File: src/rtl/ram_arb_pkg.sv
// Shared types and defaults for the two-requester single-port RAM arbiter.
// Holds FSM state encodings, requester IDs and default widths.
package ram_arb_pkg;

  localparam int unsigned DATA_W_DEF = 8;
  localparam int unsigned ADDR_W_DEF = 6;

  typedef logic [0:0] state_t;
  localparam state_t INIT = 1'b0;
  localparam state_t ARB  = 1'b1;

  typedef logic req_id_t;
  localparam req_id_t REQ_A = 1'b0;
  localparam req_id_t REQ_B = 1'b1;

endpackage

File: src/rtl/ram_rr_arb2.sv
// Two-way round-robin picker. The grant is combinational from req and the
// priority pointer; the pointer moves only when a grant is issued.
module ram_rr_arb2
  import ram_arb_pkg::*;
(
  input  logic       clk,
  input  logic       rst_n,
  input  logic [1:0] req,
  input  logic       en,
  output logic [1:0] gnt
);

  // Requester that wins a tie on the next contested cycle.
  req_id_t prio_q;

  always_comb begin
    gnt = 2'b00;
    if (en) begin
      unique case (req)
        2'b01:   gnt = 2'b01;
        2'b10:   gnt = 2'b10;
        2'b11:   gnt = (prio_q == REQ_A) ? 2'b01 : 2'b10;
        default: gnt = 2'b00;
      endcase
    end
  end

  always_ff @(posedge clk or negedge rst_n) begin
    if (!rst_n) begin
      prio_q <= REQ_A;
    end else if (gnt[0]) begin
      prio_q <= REQ_B;
    end else if (gnt[1]) begin
      prio_q <= REQ_A;
    end
  end

endmodule

File: src/rtl/ram_port_arbiter.sv
// Shares one single-port RAM between requesters A and B with round-robin
// arbitration, after sweeping every location to INIT_VAL following reset.
module ram_port_arbiter
  import ram_arb_pkg::*;
#(
  parameter int unsigned          DATA_W   = DATA_W_DEF,
  parameter int unsigned          ADDR_W   = ADDR_W_DEF,
  parameter logic [DATA_W-1:0]    INIT_VAL = '0
) (
  input  logic              clk,
  input  logic              rst_n,
  input  logic              a_req,
  input  logic              a_we,
  input  logic [ADDR_W-1:0] a_addr,
  input  logic [DATA_W-1:0] a_wdata,
  output logic              a_gnt,
  output logic              a_rvalid,
  output logic [DATA_W-1:0] a_rdata,
  input  logic              b_req,
  input  logic              b_we,
  input  logic [ADDR_W-1:0] b_addr,
  input  logic [DATA_W-1:0] b_wdata,
  output logic              b_gnt,
  output logic              b_rvalid,
  output logic [DATA_W-1:0] b_rdata,
  output logic [DATA_W-1:0] ram_data,
  output logic [ADDR_W-1:0] ram_write_addr,
  output logic [ADDR_W-1:0] ram_read_addr,
  output logic              ram_write_enable,
  input  logic [DATA_W-1:0] ram_q,
  output logic              init_done
);

  state_t            state_q;
  logic [ADDR_W-1:0] cnt_q;
  logic [ADDR_W-1:0] waddr_q;
  logic [ADDR_W-1:0] raddr_q;
  logic [DATA_W-1:0] wdata_q;
  logic              init_done_q;
  logic              rd_pending_q;
  req_id_t           rd_owner_q;

  logic [1:0]        gnt;
  logic              any_gnt;
  req_id_t           win_id;
  logic              win_we;
  logic [ADDR_W-1:0] win_addr;
  logic [DATA_W-1:0] win_wdata;

  logic              we_core;
  logic [ADDR_W-1:0] waddr_core;
  logic [ADDR_W-1:0] raddr_core;
  logic [DATA_W-1:0] data_core;

  ram_rr_arb2 u_arb (
    .clk   (clk),
    .rst_n (rst_n),
    .req   ({b_req, a_req}),
    .en    (state_q == ARB),
    .gnt   (gnt)
  );

  assign a_gnt     = gnt[0];
  assign b_gnt     = gnt[1];
  assign any_gnt   = |gnt;
  assign win_id    = gnt[1] ? REQ_B : REQ_A;
  assign win_we    = gnt[1] ? b_we : a_we;
  assign win_addr  = gnt[1] ? b_addr : a_addr;
  assign win_wdata = gnt[1] ? b_wdata : a_wdata;

  // Idle cycles fall through to the held values so both addresses stay put.
  always_comb begin
    we_core    = 1'b0;
    waddr_core = waddr_q;
    raddr_core = raddr_q;
    data_core  = wdata_q;
    if (state_q == INIT) begin
      we_core    = 1'b1;
      waddr_core = cnt_q;
      data_core  = INIT_VAL;
    end else if (any_gnt) begin
      if (win_we) begin
        we_core    = 1'b1;
        waddr_core = win_addr;
        data_core  = win_wdata;
      end else begin
        raddr_core = win_addr;
      end
    end
  end

  // INIT drives a write combinationally; mask it so reset shows quiet RAM ports.
  assign ram_write_enable = rst_n & we_core;
  assign ram_data         = rst_n ? data_core : '0;
  assign ram_write_addr   = waddr_core;
  assign ram_read_addr    = raddr_core;
  assign init_done        = init_done_q;

  assign a_rvalid = rd_pending_q && (rd_owner_q == REQ_A);
  assign b_rvalid = rd_pending_q && (rd_owner_q == REQ_B);
  assign a_rdata  = a_rvalid ? ram_q : '0;
  assign b_rdata  = b_rvalid ? ram_q : '0;

  always_ff @(posedge clk or negedge rst_n) begin
    if (!rst_n) begin
      state_q      <= INIT;
      cnt_q        <= '0;
      waddr_q      <= '0;
      raddr_q      <= '0;
      wdata_q      <= '0;
      init_done_q  <= 1'b0;
      rd_pending_q <= 1'b0;
      rd_owner_q   <= REQ_A;
    end else begin
      waddr_q      <= waddr_core;
      raddr_q      <= raddr_core;
      wdata_q      <= data_core;
      rd_pending_q <= any_gnt && !win_we;
      if (any_gnt) begin
        rd_owner_q <= win_id;
      end
      if (state_q == INIT) begin
        cnt_q <= cnt_q + 1'b1;
        if (cnt_q == '1) begin
          state_q     <= ARB;
          init_done_q <= 1'b1;
        end
      end
    end
  end

endmodule

File: config.mk
export PLATFORM = sky130hd
export DESIGN_NAME = ram_port_arbiter
export DESIGN_NICKNAME = d
export VERILOG_FILES = /design/src/rtl/ram_arb_pkg.sv /design/src/rtl/ram_rr_arb2.sv /design/src/rtl/ram_port_arbiter.sv
export SDC_FILE = /design/constraint.sdc
export NUM_CORES = 1
export LEC_CHECK = 0
export ABC_AREA = 1
export CORE_MARGIN = 2
export CORE_UTILIZATION = 45
export CTS_BUF_LIST = sky130_fd_sc_hd__clkbuf_4 sky130_fd_sc_hd__clkbuf_8 sky130_fd_sc_hd__clkbuf_16
export DETAILED_ROUTE_END_ITERATION = 16
export HOLD_SLACK_MARGIN = 0.15
export PLACE_DENSITY = 0.84
export SYNTH_ARGS = -nofsm -noshare
export SYNTH_HDL_FRONTEND = slang
export SYNTH_SLANG_ARGS = --single-unit
File: constraint.sdc
create_clock -name clk -period 3.95 [get_ports clk]
set_input_delay 0.79 -clock clk [delete_from_list [all_inputs] [get_ports clk]]
set_output_delay 0.79 -clock clk [all_outputs]
set_load 0.02 [all_outputs]
==> results of run 1 <==
## sequential cells by signal (all words and copies together) (netlist names)
register      cells
wdata_q           8
cnt_q             6
raddr_q           6
waddr_q           6
init_done         1
rd_owner_q        1
rd_pending_q      1
state_q           1
u_arb.prio_q      1
## final cells by class
cell class / count / area (µm²) / share of cell area [%]
flip-flops and latches: 31 / 776 / 27.4
inverters: 46 / 173 / 6.10
clock buffers: 5 / 68.8 / 2.43
multi-input cells: 176 / 822 / 29.0
clock inverters: 3 / 67.6 / 2.39
repair buffers: 87 / 861 / 30.4
well taps: 50 / 62.6 / 2.21
## power breakdown
part | internal (mW) | total, mW | switching [mW]
logic | 0.0422 | 0.0684 | 0.0262
clock network | 0.252 | 0.376 | 0.125
registers | 0.317 | 0.317 | 0
## layer usage
layer | wire length [µm] | part of all wire [%] | global-route usage (%)
met1 | 1930 | 42 | 25.7
met2 | 2260 | 49 | 37.5
met3 | 381 | 8.2 | 6.00
met4 | 57 | 1.2 | 6.89
met5 | 0 | 0 | 0
## cell families after synthesis
kind of cell	share of synthesized area (%)
simple gates	37.5
buf+inv	12.3
flops	42.7
compound gates	4.41
xor+xnor	2.41
fa+ha+maj	0.689
## critical path: cells and delay by family
kind | cells | cell delay, ns
simple gates | 7 | 0.90
buf+inv | 3 | 1.21
## worst paths after layout
check	start	endpoint	slack [ns]	cells past startpoint
worst max register to register	state_q$_DFF_PN0_	wdata_q[3]$_DFF_PN0_	2.43	7
min in group asynchronous	rst_n	wdata_q[0]$_DFF_PN0_	0.93	2
max in group asynchronous	rst_n	wdata_q[4]$_DFF_PN0_	2.73	2
worst min register to register	raddr_q[0]$_DFF_PN0_	raddr_q[0]$_DFF_PN0_	0.51	2
worst min-delay path	raddr_q[0]$_DFF_PN0_	raddr_q[0]$_DFF_PN0_	0.51	2
worst max-delay path	b_req	ram_data[1]	0.24	10
## synth_stat cells (2+ instances only)
library cell	number	area share (%)
xor2_1	3	1.4
clkinv_1	2	0.41
dfrtp_1	31	43
a21oi_1	2	0.55
nand2_2	3	1.0
nand2_1	93	19
xnor2_1	2	0.96
buf_4	4	1.7
nand3_1	15	4.1
nor3_2	7	3.9
o21ai_1	7	1.9
buf_2	2	0.55
o21ai_0	2	0.55
inv_1	43	8.9
nor2_1	34	7.0
==> results.py, run 1 <==
metrics = {
    "timing": {
        "fin_ws_ns": 0.244,
        "timing.slew.headroom_pct": 73.8,
        "fmax_mhz": 270,
        "slew_violations": 0,
        "hold_viol": 0,
        "finalSetupTns_ns": 0,
        "tightest_slew_ns": 0.390,
        "setup_viol": 0,
        "fin_crit_sh_pct": 93.8,
        "rsz0062_at_grt": "no",
        "hold_ws_ns": 0.514,
        "finalCriticalPeriod_ns": 3.71,
        "fin_skew_ns": 0.00752,
    },
    "pwr": {
        "leakage_nw": 1.47,
        "ir_drop_v": 0.000326,
        "report.power.total_mw": 0.762,
        "cellPowerDensity_nw_per_um2": 269,
    },
    "routing": {
        "drc": 0,
        "via_per_inst": 4.65,
        "drtIter0Drc": 63,
        "ant_nets": 0,
        "vias": 1852,
        "drt_first_pass_iters": 4,
        "wl_um": 4630,
        "drt-wirelength-per-cell_um": 11.6,
    },
    "worst_setup_path": {
        "critPathRequiredTime_ns": 3.16,
        "path_cells": "clkdlybuf4s50_1, nand2_2, inv_2, nand2_2, nand2_1, nand3_4, nand2_1, nand2_1, nor3_1, clkdlybuf4s50_1",
        "endpoint_kind": "output pin",
        "arrival_ns": 2.92,
        "cp_slowest_stage_delay_ns": 0.64,
        "critical_path.max_fanout": 23,
        "crit_type": "in2out",
        "critPathMostFrequentCell": "nand2_1",
        "crit_slowest_cell": "clkdlybuf4s50_1",
        "critPathLaunchType": "primary input",
    },
    "cts": {
        "root_buffer": "clkbuf_8",
        "clk_latency_ns": 0.29,
        "cts.sinks": 31,
        "hold_buffers": 0,
        "cts_buffers": 5,
        "htreeDepth": 2,
        "clk_pin_slew_ns": 0.07,
        "clk_path_buf_depth": 2,
        "cts_tree": "yes",
        "post_cts_buffers": 0,
        "cts_resized": 0,
    },
    "global_routing": {
        "grt_usage_pct": 21.6,
        "antenna_found_initial": 0,
        "grt_max_degree": 32,
        "grt_overflow": 0,
        "grt_pass1_wl_um": 7360,
        "grt_pass1_vias": 1735,
    },
    "cells_and_area": {
        "design_area_um2": 2830,
        "nets": 390,
        "final_util_pct": 71.8,
        "layout-drive-gt1-share_pct": 8.05,
        "mostFrequentLayoutCells": "nand2_1, clkdlybuf4s50_1, inv_1, nor2_1, dfrtp_1",
        "final_common_cell": "nand2_1",
        "num_antenna_cells": 0,
        "final-instance-count-excl-fill": 398,
        "fillers": 320,
        "syn_to_final_growth_pct": 55.8,
    },
    "yosys": {
        "synthFlopType": "dfrtp_1",
        "synth_edf_count": 0,
        "ys_seq_area_share_pct": 42.7,
        "synth_area_um2": 1820,
        "synth-async-reset-ratio_pct": 100,
        "avgSynthCellArea_um2": 6.99,
        "yosysWarnings": 0,
        "synth_fp_nets": 303,
        "ys_ff_latch": 31,
        "synthesis.instances": 260,
        "yosysUniqueCellTypes": 25,
    },
    "floorplanning": {
        "core.rowCount": 23,
        "core_area_um2": 3940,
        "design.die.area_um2": 4560,
        "start_util_pct": 46.1,
        "die_y_um": 67.5,
        "die_w_um": 67.5,
        "io_pins": 84,
    },
    "hold_path": {
        "min_path_type": "reg2reg",
    },
    "placed_design": {
        "numPortBuffers": 83,
        "placedCellCount": 390,
        "hpwl_um": 3560,
        "place_ws_ns": 0.189,
        "postPlaceCellArea_um2": 2690,
        "gp_congestion": 0.854,
    },
    "job": {
        "max_cap_viol_count": 0,
    },
    "outcome": {
        "status": "completed",
    },
}
(Power assumes the default switching activity.)
==> run 2, diff against run 1 <==
- GPL_ROUTABILITY_DRIVEN: not set -> 0
==> results of run 2 <==
Final layout, timing and power as in run 1 (identical DEF).
